--- config.mk ---
export PLATFORM = sky130hd
export DESIGN_NAME = sdram_arb_flat
export DESIGN_NICKNAME = d
export VERILOG_FILES = /design/src/rtl/sdram_arb_if.sv /design/src/rtl/sdram_arb.sv /design/src/flat_wrapper.sv
export SDC_FILE = /design/constraint.sdc
export NUM_CORES = 1
export LEC_CHECK = 0
export CAP_MARGIN = 20
export CORE_AREA = 3 3 132 134
export DETAILED_ROUTE_END_ITERATION = 8
export DIE_AREA = 0 0 135 137
export SLEW_MARGIN = 40
export SYNTH_ARGS = -nofsm -noshare
export SYNTH_HDL_FRONTEND = slang
export SYNTH_SLANG_ARGS = --single-unit
--- constraint.sdc ---
create_clock -name wb_clk -period 1.7 [get_ports wb_clk]
set_input_delay 0.34 -clock wb_clk [delete_from_list [all_inputs] [get_ports wb_clk]]
set_output_delay 0.34 -clock wb_clk [all_outputs]
set_load 0.005 [all_outputs]
--- src/rtl/sdram_arb_if.sv ---
// Bundle of the three Wishbone requester links, the controller link and arbiter status.
// Latency: none (wires only).
// Backpressure: Wishbone stb/ack; a master waits for its ack, and a master without the grant never sees one.
interface sdram_arb_if;
  // video DMA master
  logic        vid_cyc;
  logic        vid_stb;
  logic        vid_we;
  logic [23:0] vid_adr;
  logic [3:0]  vid_sel;
  logic [2:0]  vid_cti;
  logic [31:0] vid_dat_i;
  logic        vid_ack;
  // sound DMA master
  logic        snd_cyc;
  logic        snd_stb;
  logic        snd_we;
  logic [23:0] snd_adr;
  logic [3:0]  snd_sel;
  logic [2:0]  snd_cti;
  logic [31:0] snd_dat_i;
  logic        snd_ack;
  // CPU master
  logic        cpu_cyc;
  logic        cpu_stb;
  logic        cpu_we;
  logic [23:0] cpu_adr;
  logic [3:0]  cpu_sel;
  logic [2:0]  cpu_cti;
  logic [31:0] cpu_dat_i;
  logic        cpu_ack;
  // read data broadcast to every master
  logic [31:0] wb_dat_o;
  // SDRAM controller slave port
  logic        s_cyc;
  logic        s_stb;
  logic        s_we;
  logic [23:0] s_adr;
  logic [3:0]  s_sel;
  logic [2:0]  s_cti;
  logic [31:0] s_dat_o;
  logic [31:0] s_dat_i;
  logic        s_ack;
  // status
  logic [2:0]  grant;
  logic        busy;

  // Requesters and controller side: drives requests and slave responses.
  modport master (
    output vid_cyc, vid_stb, vid_we, vid_adr, vid_sel, vid_cti, vid_dat_i,
    output snd_cyc, snd_stb, snd_we, snd_adr, snd_sel, snd_cti, snd_dat_i,
    output cpu_cyc, cpu_stb, cpu_we, cpu_adr, cpu_sel, cpu_cti, cpu_dat_i,
    output s_dat_i, s_ack,
    input  vid_ack, snd_ack, cpu_ack, wb_dat_o,
    input  s_cyc, s_stb, s_we, s_adr, s_sel, s_cti, s_dat_o,
    input  grant, busy
  );

  // Arbiter side.
  modport slave (
    input  vid_cyc, vid_stb, vid_we, vid_adr, vid_sel, vid_cti, vid_dat_i,
    input  snd_cyc, snd_stb, snd_we, snd_adr, snd_sel, snd_cti, snd_dat_i,
    input  cpu_cyc, cpu_stb, cpu_we, cpu_adr, cpu_sel, cpu_cti, cpu_dat_i,
    input  s_dat_i, s_ack,
    output vid_ack, snd_ack, cpu_ack, wb_dat_o,
    output s_cyc, s_stb, s_we, s_adr, s_sel, s_cti, s_dat_o,
    output grant, busy
  );
endinterface

--- src/rtl/sdram_arb.sv ---
// Three-way Wishbone arbiter (vid > snd > cpu, CPU starvation override) onto the SDRAM controller port.
// Latency: one cycle request-to-grant from IDLE; data path and ack are combinational once granted.
// Backpressure: grant held for the whole cyc; one dead GAP cycle between grants; losers just wait.
module sdram_arb #(
  parameter int STARVE_LIMIT = 64
) (
  input  logic         wb_clk,
  input  logic         wb_rst_n,
  sdram_arb_if.slave   bus
);

  localparam int CW = $clog2(STARVE_LIMIT + 1);
  localparam logic [CW-1:0] LIMIT = CW'(STARVE_LIMIT);

  typedef enum logic [1:0] {IDLE, BUSY, GAP} state_t;

  state_t        state_q, state_d;
  logic [2:0]    grant_q, grant_d;
  logic [2:0]    req;
  logic [2:0]    cyc_v;
  logic [CW-1:0] starve_cnt;
  logic          starve_hit;

  // bit order matches grant: 0 vid, 1 snd, 2 cpu
  assign req   = {bus.cpu_cyc & bus.cpu_stb, bus.snd_cyc & bus.snd_stb, bus.vid_cyc & bus.vid_stb};
  assign cyc_v = {bus.cpu_cyc, bus.snd_cyc, bus.vid_cyc};

  // Uses the pre-edge count, so a count reaching the limit on a grant edge only matters next time.
  assign starve_hit = (starve_cnt == LIMIT);

  // State and grant register.
  always_ff @(posedge wb_clk or negedge wb_rst_n) begin
    if (!wb_rst_n) begin
      state_q <= IDLE;
      grant_q <= 3'b000;
    end else begin
      state_q <= state_d;
      grant_q <= grant_d;
    end
  end

  // Arbitration and release: grant in IDLE, hold while granted cyc is high, one dead cycle after.
  always_comb begin
    state_d = state_q;
    grant_d = grant_q;
    case (state_q)
      IDLE: begin
        if (|req) begin
          state_d = BUSY;
          if (starve_hit && req[2]) grant_d = 3'b100;
          else if (req[0])          grant_d = 3'b001;
          else if (req[1])          grant_d = 3'b010;
          else                      grant_d = 3'b100;
        end
      end
      BUSY: begin
        if (!(|(grant_q & cyc_v))) begin
          state_d = GAP;
          grant_d = 3'b000;
        end
      end
      GAP: begin
        state_d = IDLE;
        grant_d = 3'b000;
      end
      default: begin
        state_d = IDLE;
        grant_d = 3'b000;
      end
    endcase
  end

  // CPU wait counter: counts ungranted pending cycles, saturates, clears on grant or withdrawal.
  always_ff @(posedge wb_clk or negedge wb_rst_n) begin
    if (!wb_rst_n) begin
      starve_cnt <= '0;
    end else if (!req[2] || grant_q[2] || grant_d[2]) begin
      starve_cnt <= '0;
    end else if (!starve_hit) begin
      starve_cnt <= starve_cnt + CW'(1);
    end
  end

  // Controller-side mux keyed off the registered grant; everything is zero with no grant.
  always_comb begin
    bus.s_cyc   = 1'b0;
    bus.s_stb   = 1'b0;
    bus.s_we    = 1'b0;
    bus.s_adr   = 24'h0;
    bus.s_sel   = 4'h0;
    bus.s_cti   = 3'b000;
    bus.s_dat_o = 32'h0;
    case (grant_q)
      3'b001: begin
        bus.s_cyc   = bus.vid_cyc;
        bus.s_stb   = bus.vid_stb;
        bus.s_we    = bus.vid_we;
        bus.s_adr   = bus.vid_adr;
        bus.s_sel   = bus.vid_sel;
        bus.s_cti   = bus.vid_cti;
        bus.s_dat_o = bus.vid_dat_i;
      end
      3'b010: begin
        bus.s_cyc   = bus.snd_cyc;
        bus.s_stb   = bus.snd_stb;
        bus.s_we    = bus.snd_we;
        bus.s_adr   = bus.snd_adr;
        bus.s_sel   = bus.snd_sel;
        bus.s_cti   = bus.snd_cti;
        bus.s_dat_o = bus.snd_dat_i;
      end
      3'b100: begin
        bus.s_cyc   = bus.cpu_cyc;
        bus.s_stb   = bus.cpu_stb;
        bus.s_we    = bus.cpu_we;
        bus.s_adr   = bus.cpu_adr;
        bus.s_sel   = bus.cpu_sel;
        bus.s_cti   = bus.cpu_cti;
        bus.s_dat_o = bus.cpu_dat_i;
      end
      default: ;
    endcase
  end

  // Ack goes only to the granted master; a stray ack with no grant is dropped.
  assign bus.vid_ack  = grant_q[0] & bus.s_ack;
  assign bus.snd_ack  = grant_q[1] & bus.s_ack;
  assign bus.cpu_ack  = grant_q[2] & bus.s_ack;
  assign bus.wb_dat_o = bus.s_dat_i;

  assign bus.grant = grant_q;
  assign bus.busy  = (state_q == BUSY);

endmodule

--- src/flat_wrapper.sv ---
// flat-port wrapper written by rule: the top's interface ports become plain ports
module sdram_arb_flat 
#(
  parameter int STARVE_LIMIT = 64
)
  (wb_clk, wb_rst_n, bus_vid_cyc, bus_vid_stb, bus_vid_we, bus_vid_adr, bus_vid_sel, bus_vid_cti, bus_vid_dat_i, bus_snd_cyc, bus_snd_stb, bus_snd_we, bus_snd_adr, bus_snd_sel, bus_snd_cti, bus_snd_dat_i, bus_cpu_cyc, bus_cpu_stb, bus_cpu_we, bus_cpu_adr, bus_cpu_sel, bus_cpu_cti, bus_cpu_dat_i, bus_s_dat_i, bus_s_ack, bus_vid_ack, bus_snd_ack, bus_cpu_ack, bus_wb_dat_o, bus_s_cyc, bus_s_stb, bus_s_we, bus_s_adr, bus_s_sel, bus_s_cti, bus_s_dat_o, bus_grant, bus_busy);
  sdram_arb_if bus_i ();
  input  logic wb_clk;
  input  logic wb_rst_n;
  input wire logic [$bits(bus_i.vid_cyc)-1:0] bus_vid_cyc;
  input wire logic [$bits(bus_i.vid_stb)-1:0] bus_vid_stb;
  input wire logic [$bits(bus_i.vid_we)-1:0] bus_vid_we;
  input wire logic [$bits(bus_i.vid_adr)-1:0] bus_vid_adr;
  input wire logic [$bits(bus_i.vid_sel)-1:0] bus_vid_sel;
  input wire logic [$bits(bus_i.vid_cti)-1:0] bus_vid_cti;
  input wire logic [$bits(bus_i.vid_dat_i)-1:0] bus_vid_dat_i;
  input wire logic [$bits(bus_i.snd_cyc)-1:0] bus_snd_cyc;
  input wire logic [$bits(bus_i.snd_stb)-1:0] bus_snd_stb;
  input wire logic [$bits(bus_i.snd_we)-1:0] bus_snd_we;
  input wire logic [$bits(bus_i.snd_adr)-1:0] bus_snd_adr;
  input wire logic [$bits(bus_i.snd_sel)-1:0] bus_snd_sel;
  input wire logic [$bits(bus_i.snd_cti)-1:0] bus_snd_cti;
  input wire logic [$bits(bus_i.snd_dat_i)-1:0] bus_snd_dat_i;
  input wire logic [$bits(bus_i.cpu_cyc)-1:0] bus_cpu_cyc;
  input wire logic [$bits(bus_i.cpu_stb)-1:0] bus_cpu_stb;
  input wire logic [$bits(bus_i.cpu_we)-1:0] bus_cpu_we;
  input wire logic [$bits(bus_i.cpu_adr)-1:0] bus_cpu_adr;
  input wire logic [$bits(bus_i.cpu_sel)-1:0] bus_cpu_sel;
  input wire logic [$bits(bus_i.cpu_cti)-1:0] bus_cpu_cti;
  input wire logic [$bits(bus_i.cpu_dat_i)-1:0] bus_cpu_dat_i;
  input wire logic [$bits(bus_i.s_dat_i)-1:0] bus_s_dat_i;
  input wire logic [$bits(bus_i.s_ack)-1:0] bus_s_ack;
  output wire logic [$bits(bus_i.vid_ack)-1:0] bus_vid_ack;
  output wire logic [$bits(bus_i.snd_ack)-1:0] bus_snd_ack;
  output wire logic [$bits(bus_i.cpu_ack)-1:0] bus_cpu_ack;
  output wire logic [$bits(bus_i.wb_dat_o)-1:0] bus_wb_dat_o;
  output wire logic [$bits(bus_i.s_cyc)-1:0] bus_s_cyc;
  output wire logic [$bits(bus_i.s_stb)-1:0] bus_s_stb;
  output wire logic [$bits(bus_i.s_we)-1:0] bus_s_we;
  output wire logic [$bits(bus_i.s_adr)-1:0] bus_s_adr;
  output wire logic [$bits(bus_i.s_sel)-1:0] bus_s_sel;
  output wire logic [$bits(bus_i.s_cti)-1:0] bus_s_cti;
  output wire logic [$bits(bus_i.s_dat_o)-1:0] bus_s_dat_o;
  output wire logic [$bits(bus_i.grant)-1:0] bus_grant;
  output wire logic [$bits(bus_i.busy)-1:0] bus_busy;
  assign bus_i.vid_cyc = bus_vid_cyc;
  assign bus_i.vid_stb = bus_vid_stb;
  assign bus_i.vid_we = bus_vid_we;
  assign bus_i.vid_adr = bus_vid_adr;
  assign bus_i.vid_sel = bus_vid_sel;
  assign bus_i.vid_cti = bus_vid_cti;
  assign bus_i.vid_dat_i = bus_vid_dat_i;
  assign bus_i.snd_cyc = bus_snd_cyc;
  assign bus_i.snd_stb = bus_snd_stb;
  assign bus_i.snd_we = bus_snd_we;
  assign bus_i.snd_adr = bus_snd_adr;
  assign bus_i.snd_sel = bus_snd_sel;
  assign bus_i.snd_cti = bus_snd_cti;
  assign bus_i.snd_dat_i = bus_snd_dat_i;
  assign bus_i.cpu_cyc = bus_cpu_cyc;
  assign bus_i.cpu_stb = bus_cpu_stb;
  assign bus_i.cpu_we = bus_cpu_we;
  assign bus_i.cpu_adr = bus_cpu_adr;
  assign bus_i.cpu_sel = bus_cpu_sel;
  assign bus_i.cpu_cti = bus_cpu_cti;
  assign bus_i.cpu_dat_i = bus_cpu_dat_i;
  assign bus_i.s_dat_i = bus_s_dat_i;
  assign bus_i.s_ack = bus_s_ack;
  assign bus_vid_ack = bus_i.vid_ack;
  assign bus_snd_ack = bus_i.snd_ack;
  assign bus_cpu_ack = bus_i.cpu_ack;
  assign bus_wb_dat_o = bus_i.wb_dat_o;
  assign bus_s_cyc = bus_i.s_cyc;
  assign bus_s_stb = bus_i.s_stb;
  assign bus_s_we = bus_i.s_we;
  assign bus_s_adr = bus_i.s_adr;
  assign bus_s_sel = bus_i.s_sel;
  assign bus_s_cti = bus_i.s_cti;
  assign bus_s_dat_o = bus_i.s_dat_o;
  assign bus_grant = bus_i.grant;
  assign bus_busy = bus_i.busy;
  sdram_arb #(.STARVE_LIMIT(STARVE_LIMIT)) u_core (.wb_clk(wb_clk), .wb_rst_n(wb_rst_n), .bus(bus_i));
endmodule
======== Yosys cells after proc, flatten, opt, wreduce, memory -nomap -nowiden ========
Index checks and enable logic that the tools add are counted.
word-level totals
  input bits .............................. 233
  output and inout bits ................... 105
  logic and storage cells ................. 46
  register bits ........................... 12
cells by class
  eq/ne operators ......................... 8
  reduce and logical (&&, ||, !) cells .... 8
  bitwise logic cells ..................... 7
  mux-type cells .......................... 18
  add/subtract/negate cells ............... 1
operators by type and width
  cell                 number
  $pmux 32 s3          1
  $pmux 24 s3          1
  $mux 3               5
  $mux 7               2
  $pmux 4 s3           1
  $pmux 1 s3           3
  $pmux 3 s3           1
  $add 7x1->7 const B  1
  $eq 7x7->1 const B   1
  $and 1x1->1          6
  $pmux 3 s2           1
  $reduce_or 3->1      2
  $mux 2               2
  $ne 2x2->1 const B   2
  $pmux 2 s2           1
  $and 3x3->3          1
  $eq 3x1->1 const B   1
  $eq 3x2->1 const B   1
  $eq 3x3->1 const B   1
  $eq 2x1->1 const B   1
  $logic_not 2->1      1
  $logic_or 1x1->1     2
  $ne 2x1->1 const B   1
  $reduce_and 2->1     1
  other kinds (2)      2

======== Longest topological paths before layout ========
Gate-level depths: netlist of run 1.
  depth in word-level cells ............... 8
  depth in mapped cells ................... 5
  depth with buffers taken out ............ 5

======== Worst setup path after synthesis of run 1 ========
No wires, ideal clock.
  path kind ............................... register to output
  from .................................... register u_core.grant_q[1] (netlist: u_core.bus.grant[1])
  to ...................................... output port bus_s_adr[18]
  buffers on the path ..................... 2
  setup slack ............................. 0.062 ns
  data arrival time ....................... 1.298 ns
  stages on the path, launching flop included .. 6
  required time ........................... 1.360 ns
  cell sequence ........................... dfrtp_1 > nor3b_2 > buf_2 > clkbuf_1 > nand2_1 > o21ai_1
on the way
  longest elaborated chain between the ends .. 2
  elaborated cells between the ends (all ways) .. 4
ends and longest elaborated chain
  item                                RTL line            RTL
  start: declaration                  sdram_arb.sv:18     logic [2:0] grant_q, grant_d;
  start signal: assignment            sdram_arb.sv:38     grant_q <= grant_d;
  $eq 3x3->1 (tied with other cells)  sdram_arb.sv:93     case (grant_q)
  $pmux 24 s3 *                       sdram_arb.sv:93
  end: declaration                    flat_wrapper.sv:40  output wire logic [$bits(bus_i.s_adr)-1:0] bus_s_adr;
Mark *: on every way between the ends. The rest lies on a longest branch, timed or not.

======== Worst setup path after layout of run 1 ========
  from .................................... register u_core.grant_q[2] (netlist: u_core.bus.grant[2])
  to ...................................... output port bus_s_dat_o[15]
on the way
  longest elaborated chain between the ends .. 2
  elaborated cells between the ends (all ways) .. 4
ends and longest elaborated chain
  item                                RTL line            RTL
  $eq 3x3->1 (tied with other cells)  sdram_arb.sv:93
  $pmux 32 s3 *                       sdram_arb.sv:93
  end: declaration                    flat_wrapper.sv:43  output wire logic [$bits(bus_i.s_dat_o)-1:0] bus_s_dat_o;
Marks and branches as above.

==> results of run 1 <==
kinds of logic (layout without fill, tap and decap cells):
| family | after synthesis | after routing | share of synthesized area (%) |
|---|---|---|---|
| DFF | 12 | 12 | 13.75 |
| xor gates and xnor gates | 2 | 2 | 0.8024 |
| adders and majority gates | 2 | 2 | 1.146 |
| and+or+nand+nor | 100 | 100 | 20.80 |
| buffers and inverters | 67 | 397 | 17.76 |
| AOI/OAI and AO/OA | 152 | 152 | 45.73 |
final cells by class:
| class | instances | share of cell area [%] |
|---|---|---|
| clock buffer | 4 | 1.393 |
| inverter | 6 | 0.3531 |
| multi-input combinational | 256 | 28.76 |
| sequential | 12 | 4.767 |
| tap | 220 | 4.315 |
| timing repair buffer | 387 | 60.42 |
path summary, 6_finish.rpt:
path                                            from                   end  slack [ns]  depth (start not counted)
worst max-delay path             u_core.bus.grant[2]       bus_s_dat_o[15]       -0.39                          9
worst min-delay path                        wb_rst_n     u_core.state_q[0]        0.41                          2
worst max register to register   u_core.bus.grant[0]   u_core.bus.grant[2]           0                          7
worst min register to register  u_core.starve_cnt[6]  u_core.starve_cnt[6]        0.59                          2
max in group asynchronous                   wb_rst_n   u_core.bus.grant[0]        1.11                          2
min in group wb_clk             u_core.starve_cnt[6]  u_core.starve_cnt[6]        0.59                          2
power groups by stage:
stage | Sequential (W) | Combinational, W | Clock (W)
final | 0.000385 | 0.00520 | 0.000483
after global placement | 0.000382 | 0.00380 | 0
after detailed placement | 0.000385 | 0.00379 | 0
after global routing | 0.000390 | 0.00557 | 0.000510
after floorplan | 0.000407 | 0.00142 | 0
after CTS | 0.000384 | 0.00457 | 0.000493
stage by stage:
step | power, W | cells | hold slack [ns] | setup WS (ns) | cell area [µm²]
6_report | 0.006070 | 885 | 0.4068 | -0.3939 | 6379
3_5_place_dp | 0.004180 | 806 | 0.5773 | -0.5806 | 5254
4_1_cts | 0.005452 | 864 | 0.4094 | -0.4236 | 5943
3_3_place_gp | 0.004185 | 806 | 0.5781 | -0.5301 | 5254
2_1_floorplan | 0.001827 | 335 | 0.04441 | 0.06170 | 2183
5_1_grt | 0.006474 | 885 | 0.4323 | -0.4523 | 6379
routing by layer:
layer / vias to the layer above / routed length, µm / track usage, %
met1: 1801 / 7069 / 19.08
li1: 1879 / - / -
met5: - / 0 / 0
met4: 0 / 135 / 2.072
met2: 198 / 8510 / 26.93
met3: 11 / 1491 / 3.235
flip-flops by register name, indices dropped and copies added, names as in the netlist:
name	cells
u_core.starve_cnt	7
u_core.bus.grant	3
u_core.state_q	2
cells in the mapped netlist (2+ instances only):
cell type,count
sky130_fd_sc_hd__o21ai_1,65
sky130_fd_sc_hd__ha_1,2
sky130_fd_sc_hd__o32ai_1,2
sky130_fd_sc_hd__a22oi_1,65
sky130_fd_sc_hd__buf_2,13
sky130_fd_sc_hd__o21ai_0,5
sky130_fd_sc_hd__xor2_1,2
sky130_fd_sc_hd__a21oi_1,2
sky130_fd_sc_hd__nand3_1,5
sky130_fd_sc_hd__nand2_1,72
sky130_fd_sc_hd__buf_1,2
sky130_fd_sc_hd__nor3_1,3
sky130_fd_sc_hd__inv_1,6
sky130_fd_sc_hd__buf_4,32
sky130_fd_sc_hd__clkbuf_1,14
sky130_fd_sc_hd__or3_1,2
sky130_fd_sc_hd__and2_1,4
sky130_fd_sc_hd__dfrtp_1,12
sky130_fd_sc_hd__a211oi_1,4
sky130_fd_sc_hd__nor2b_1,3
sky130_fd_sc_hd__nor2_1,2
sky130_fd_sc_hd__a2bb2oi_1,2
timing repair:
| action | 4_1_cts | 5_1_grt |
|---|---|---|
| resized for setup | 304 | 92 |
| gates cloned | 9 | 8 |
| setup buffers | 45 | 23 |
| setup endpoints to repair | 73 | 80 |
| pin swaps | 23 | 57 |
==> results.rst, run 1 <==
.. list-table::
   :header-rows: 1

   * - Metric
     - Value
   * - Floorplan die width
     - 135 µm
   * - Sequential power share
     - 6.3%
   * - Biggest area consumer among synthesized cells
     - sky130_fd_sc_hd__a22oi_1
   * - Buffering stage count on the worst path with inverters included
     - 6
   * - Fraction of layout instances using a drive strength above 1
     - 40.90%
   * - Leading cell types in the layout, fill and taps excluded
     - sky130_fd_sc_hd__clkdlybuf4s50_1, sky130_fd_sc_hd__buf_2, sky130_fd_sc_hd__o21ai_1, sky130_fd_sc_hd__buf_4, sky130_fd_sc_hd__nand2_1
   * - Number of nets with antenna violations after routing
     - 0
   * - Diode insertion count for antenna repair
     - 0
   * - Number of filler instances in the final layout
     - 1661
   * - Detailed-route wire length
     - 17210 µm
   * - Die outline height
     - 137 µm
   * - Mean post-synth cell area
     - 6.517 µm²
   * - Unrepaired setup endpoints after global routing
     - yes
   * - Worst clock skew
     - 0.0009789 ns
   * - Leftover overflow at the end of global routing
     - 0
   * - Initial antenna violation count
     - 0
   * - I/O Pins
     - 338
   * - Fraction of synthesis flops using an asynchronous set or reset pin
     - 100.0%
   * - Count of cell types in the netlist
     - 38
   * - Total of warnings raised by yosys
     - 0
   * - Latest clock arrival within the worst-skew pair
     - 0.24 ns
   * - Crit path time final
     - 2.094 ns
   * - Number of levels in the clock H-tree
     - 1
   * - Arrival time reported for the critical path endpoint
     - 1.75 ns
   * - Final count of hold timing violations
     - 0
   * - Largest driver fanout on the critical path
     - 8
   * - Post-Route Setup TNS
     - -19.52 ns
   * - Peak clock frequency supported by timing
     - 477.6 MHz
   * - Area growth syn-to-layout
     - 192.1%
   * - Internal Pwr Total
     - 0.003737 W
   * - Nets@finish
     - 901
   * - CP most frequent cell
     - sky130_fd_sc_hd__buf_12
   * - Maximum clock path buffer count
     - 2
   * - Starting density of the core
     - 13.31%
   * - Synthesized Nets
     - 570
   * - Cell type group with the largest total delay on the critical path
     - buffers and inverters
   * - Total leakage power
     - 2.639 nW
   * - Number of failing setup endpoints in the final timing report
     - 67
   * - Total area of sequential cells
     - 304.0 µm²
   * - Util after Layout
     - 38.88%
   * - Count of vias placed by the detailed router
     - 3889
   * - Most used flip-flop cell after synthesis
     - sky130_fd_sc_hd__dfrtp_1
   * - Max-slew headroom
     - 65.89%
   * - Die footprint
     - 18500 µm²
   * - Number of DRC markers in iteration 0
     - 152
   * - Kind of launch point of the worst setup path
     - register
   * - CTS Buf Count
     - 3
   * - Sequential fraction of the synthesis area
     - 13.75%
   * - Flip-flop and latch count after synthesis
     - 12
   * - Summed instance area of the synthesized netlist
     - 2183 µm²
   * - Number of maximum-capacitance constraint violations
     - 0
   * - Share of Yosys cell area claimed by the top area cell type
     - 22.35%
   * - Proportion of power drawn by the clock network
     - 8.0%
   * - Run status
     - finished with violations
   * - DRC violation count after routing
     - 0
   * - Number of port buffers
     - 273
   * - Instance count of the mapped netlist
     - 335
   * - Count of standard-cell rows
     - 47
   * - Part of the cycle the worst path needs
     - 123.2%
   * - Largest cells by area after synthesis
     - sky130_fd_sc_hd__a22oi_1, sky130_fd_sc_hd__o21ai_1, sky130_fd_sc_hd__dfrtp_1, sky130_fd_sc_hd__nand2_1, sky130_fd_sc_hd__buf_4
   * - Cell breakdown of the critical path
     - nor3b_4, buf_6, buf_12, buf_12, buf_16, buf_4, nand2_2, o21ai_1, buf_2
   * - Number of pins with negative max-slew slack in the final report
     - 0
   * - Actual slew at the worst max-slew pin
     - 0.5046 ns
   * - CORE AREA
     - 16410 µm²
   * - Sw Share
     - 38.43%
   * - Maximum number of pins on one net before global-route repair
     - 31
   * - CTS root buf
     - sky130_fd_sc_hd__clkbuf_16
   * - Endpoint type of the worst setup path
     - primary output
   * - Worst min-delay path category
     - in2async
   * - TritonCTS clock tree
     - built
   * - Critical Setup Path Class
     - reg2out
   * - Most common library cell in the layout ignoring fill and taps
     - sky130_fd_sc_hd__clkdlybuf4s50_1
   * - Final Wtd Congestion
     - 0.8364
   * - Gr usage total
     - 15.06%
   * - Total net switching power
     - 0.002333 W
   * - Worst supply voltage drop on vdd
     - 0.5198 mV
   * - Fraction of power consumed by combinational cells
     - 85.7%
   * - Average vias per placed instance
     - 4.394
   * - Post-synth EDFFs
     - 0
   * - Drt first pass iters
     - 4
   * - Slack of the critical path
     - -0.3939 ns
   * - Slowest library cell on the worst path
     - sky130_fd_sc_hd__dfrtp_2
   * - Number of clock sinks
     - 12
   * - Vias in the first global route
     - 3749
   * - Half-perimeter wire length after detailed placement
     - 10820 µm
   * - Hold bufs inserted after CTS
     - 0
   * - Routed wirelength normalized by instance count
     - 19.44 µm
   * - Pwr Density
     - 951.6 nW/µm²
   * - Delay of the slowest cell on the worst path
     - 0.45 ns
   * - Global-route wire length before repair
     - 21970 µm
   * - Worst endpoint required time
     - 1.36 ns
   * - Area occupied by multi-input gates
     - 1834 µm²
   * - Failing checks
     - setup timing
   * - Clock input transition at the sequential cells of the worst setup and hold paths
     - 0.04 ns
Power figures use the tool's default switching activity.
==> inputs of run 2 (changes only) <==
--- a/config.mk
+++ b/config.mk
@@ -7,6 +7,7 @@
 export LEC_CHECK = 0
 export CAP_MARGIN = 20
 export CORE_AREA = 3 3 132 134
+export CTS_CLUSTER_SIZE = 40
 export DETAILED_ROUTE_END_ITERATION = 8
 export DIE_AREA = 0 0 135 137
 export SLEW_MARGIN = 40
==> results of run 2 <==
Final layout, timing and power as in run 1 (identical DEF).
==> inputs of run 3 (changes only) <==
--- a/config.mk
+++ b/config.mk
@@ -10,6 +10,7 @@
 export CTS_CLUSTER_SIZE = 40
 export DETAILED_ROUTE_END_ITERATION = 8
 export DIE_AREA = 0 0 135 137
+export RECOVER_POWER = 100
 export SLEW_MARGIN = 40
 export SYNTH_ARGS = -nofsm -noshare
 export SYNTH_HDL_FRONTEND = slang
==> constraint.sdc (replaced) <==
create_clock -name wb_clk -period 1.7 [get_ports wb_clk]
set_input_delay 0.17 -clock wb_clk [delete_from_list [all_inputs] [get_ports wb_clk]]
set_output_delay 0.17 -clock wb_clk [all_outputs]
set_load 0.005 [all_outputs]
==> run 3 against run 2 <==
  * The run still ends with setup timing left
  * Maximum frequency is 11% higher
  * Global-route usage is 1.1 points lower
  * Critical path depth stayed put
  * Critical endpoint is now bus_s_dat_o[28]
==> results.rst, run 3 (same netlist as run 1, synthesis figures left out) <==
.. list-table::
   :header-rows: 1

   * - Metric
     - Value
   * - Proportion of power drawn by the clock network
     - 8.7% (+0.7 points)
   * - Number of maximum-capacitance constraint violations
     - 0 (unchanged)
   * - Worst supply voltage drop on vdd
     - 0.5555 mV (+6.9%)
   * - Largest driver fanout on the critical path
     - 4 (-4)
   * - Tightest hold margin
     - 0.3400 ns (-0.06684 ns)
   * - Vias in the first global route
     - 3603 (-3.9%)
   * - Sw Share
     - 39.43% (+1.0 points)
   * - Die footprint
     - 18500 µm² (unchanged)
   * - Number of port buffers
     - 273 (unchanged)
   * - Number of failing setup endpoints in the final timing report
     - 65 (-3.0%)
   * - Finished Layout Cells
     - 859 (-2.9%)
   * - Gr usage total
     - 13.94% (-1.1 points)
   * - Crit Reg-Reg Endpoint
     - u_core.bus.grant[2]
   * - Count of vias placed by the detailed router
     - 3755 (-3.4%)
   * - Failing checks
     - setup timing
   * - Slack of the critical path
     - -0.1790 ns (+0.2149 ns)
   * - Half-perimeter wire length after detailed placement
     - 11050 µm (+2.2%)
   * - TritonCTS clock tree
     - built
   * - Fraction of power consumed by combinational cells
     - 84.5% (-1.2 points)
   * - Area growth syn-to-layout
     - 176.8%
   * - Pwr Density
     - 915.3 nW/µm² (-3.8%)
   * - Delay of the slowest cell on the worst path
     - 0.44 ns (about the same)
   * - Endpoint type of the worst setup path
     - primary output
   * - Peak clock frequency supported by timing
     - 532.2 MHz (+11%)
   * - Internal Pwr Total
     - 0.003351 W (-10%)
   * - Initial antenna violation count
     - 0 (unchanged)
   * - Number of DRC markers in iteration 0
     - 143 (-5.9%)
   * - Reg-to-reg startpoint
     - u_core.bus.grant[1]
   * - Clock input transition at the sequential cells of the worst setup and hold paths
     - 0.04 ns (about the same)
   * - Latest clock arrival within the worst-skew pair
     - 0.24 ns (about the same)
   * - Hold bufs inserted after CTS
     - 0 (unchanged)
   * - Floorplan die width
     - 135 µm (unchanged)
   * - Total net switching power
     - 0.002182 W (-6.5%)
   * - Placed cells
     - 807 (+0.12%)
   * - Actual slew at the worst max-slew pin
     - 0.5678 ns (+0.06321 ns)
   * - Worst-case reg-to-reg path depth
     - 6 (-1)
   * - Global-route wire length before repair
     - 20620 µm (-6.1%)
   * - Max-slew headroom
     - 62.02% (-3.9 points)
   * - I/O Pins
     - 338 (unchanged)
   * - Largest reg by FF count
     - u_core.starve_cnt
   * - Max reg flops
     - 7 (unchanged)
   * - Number of filler instances in the final layout
     - 1711 (+3.0%)
   * - Part of the cycle the worst path needs
     - 110.5% (-13 points)
   * - Number of pins with negative max-slew slack in the final report
     - 0 (unchanged)
   * - DRC violation count after routing
     - 0 (unchanged)
   * - Fraction of layout instances using a drive strength above 1
     - 37.72% (-3.2 points)
   * - Kind of launch point of the worst setup path
     - register
   * - Die outline height
     - 137 µm (unchanged)
   * - Slowest library cell on the worst path
     - sky130_fd_sc_hd__dfrtp_2
   * - CTS root buf
     - sky130_fd_sc_hd__clkbuf_16
   * - Critical Setup Path Class
     - reg2out
   * - Cell breakdown of the critical path
     - nor3b_4, buf_6, buf_12, buf_8, buf_6, buf_6, nand2_2, o21ai_2, buf_2
   * - Run status
     - finished with violations
   * - Drt first pass iters
     - 4 (unchanged)
   * - Arrival time reported for the critical path endpoint
     - 1.71 ns (-0.04 ns)
   * - Routed wirelength normalized by instance count
     - 18.41 µm (-5.3%)
   * - Count of standard-cell rows
     - 47 (unchanged)
   * - Min-Delay Endpoint
     - bus_wb_dat_o[17]
   * - WHS Path Cells
     - 0
   * - Number of nets with antenna violations after routing
     - 0 (unchanged)
   * - CTS Buf Count
     - 3 (unchanged)
   * - Final count of hold timing violations
     - 0 (unchanged)
   * - Number of levels in the clock H-tree
     - 1 (unchanged)
   * - Maximum clock path buffer count
     - 2 (unchanged)
   * - Number of clock sinks
     - 12 (unchanged)
   * - Nets@finish
     - 875 (-2.9%)
   * - Worst endpoint required time
     - 1.53 ns (+0.17 ns)
   * - CP most frequent cell
     - sky130_fd_sc_hd__buf_6
   * - Worst clock skew
     - 0.0007344 ns (-0.0002445 ns)
   * - Final Wtd Congestion
     - 0.8261 (-1.2%)
   * - Most common library cell in the layout ignoring fill and taps
     - sky130_fd_sc_hd__clkdlybuf4s50_1
   * - Worst min-delay path category
     - in2out
   * - Maximum number of pins on one net before global-route repair
     - 37 (+19%)
   * - Average vias per placed instance
     - 4.371 (-0.52%)
   * - Total leakage power
     - 2.453 nW (-7.1%)
   * - Unrepaired setup endpoints after global routing
     - yes
   * - Sequential power share
     - 6.8% (+0.5 points)
   * - Diode insertion count for antenna repair
     - 0 (unchanged)
   * - Leftover overflow at the end of global routing
     - 0 (unchanged)
   * - Leading cell types in the layout, fill and taps excluded
     - sky130_fd_sc_hd__clkdlybuf4s50_1, sky130_fd_sc_hd__buf_2, sky130_fd_sc_hd__o21ai_1
   * - CORE AREA
     - 16410 µm² (unchanged)
   * - Worst Hold Launch
     - bus_s_dat_i[17]
   * - Util after Layout
     - 36.84% (-2.0 points)
   * - Detailed-route wire length
     - 15820 µm (-8.1%)
   * - Register-to-register setup slack
     - 0.09 ns (+0.09 ns)
   * - Crit path time final
     - 1.879 ns (-0.2149 ns)
   * - Starting density of the core
     - 13.31% (unchanged)
## run 3: worst max-delay path by stage
stage,start,to,slack [ns],depth (start not counted)
floorplan,u_core.starve_cnt[0],u_core.starve_cnt[0],0.17,5
global placement,u_core.bus.grant[1],bus_s_adr[1],-0.21,6
detailed placement,u_core.bus.grant[2],bus_s_dat_o[8],-0.24,5
CTS,u_core.bus.grant[2],bus_s_dat_o[4],-0.28,10
global route,u_core.bus.grant[1],bus_s_dat_o[4],-0.27,9
finish,u_core.bus.grant[1],bus_s_dat_o[28],-0.18,9
## run 3: repair_timing
| action | 4_1_cts | 5_1_grt |
|---|---|---|
| pin swaps | 14 | 25 |
| setup buffers | 31 | 15 |
| gates resized for setup | 322 | 81 |
| cloned | 4 | 6 |
| setup endpoints to repair | 69 | 72 |
## run 3: power groups by stage
stage | sequential (W) | combinational (W) | clock [W]
5_1_grt | 0.000385 | 0.00502 | 0.000504
6_report | 0.000378 | 0.00467 | 0.000480
3_5_place_dp | 0.000383 | 0.00384 | 0
3_3_place_gp | 0.000380 | 0.00383 | 0
4_1_cts | 0.000384 | 0.00407 | 0.000489
2_1_floorplan | 0.000407 | 0.00142 | 0
## run 3: routing by layer
layer | vias up | GRT usage, % | part of all wire [%]
li1 | 1818 | - | -
met1 | 1720 | 17.41 | 39
met2 | 207 | 24.82 | 50
met3 | 10 | 3.566 | 9.7
met4 | 0 | 1.848 | 0.76
met5 | - | 0 | 0
## run 3: worst max-delay path, delay by kind of cell, from the launching register on
kind / cells / cell delay, ns
compound gates: 1 / 0.05
buf+inv: 6 / 0.69
flops: 1 / 0.44
simple gates: 2 / 0.30
## run 3: area by class of cell
class | count | area (µm²) | share of cell area, %
inverters | 6 | 22.52 | 0.3726
clock buffers | 4 | 88.84 | 1.470
well taps | 220 | 275.3 | 4.554
multi-input cells | 256 | 1818 | 30.08
repair buffers | 361 | 3536 | 58.50
flip-flops and latches | 12 | 304.0 | 5.030
## run 3: through the flow
| step | setup TNS, ns | power, W | cell area, µm² | setup slack, ns |
|---|---|---|---|---|
| floorplan | 0 | 0.001827 | 2183 | 0.1687 |
| global placement | -11.65 | 0.004212 | 5249 | -0.2121 |
| detailed placement | -13.02 | 0.004224 | 5249 | -0.2421 |
| CTS | -6.741 | 0.004942 | 5549 | -0.2775 |
| global route | -11.25 | 0.005908 | 6045 | -0.2749 |
| finish | -6.286 | 0.005533 | 6045 | -0.1790 |
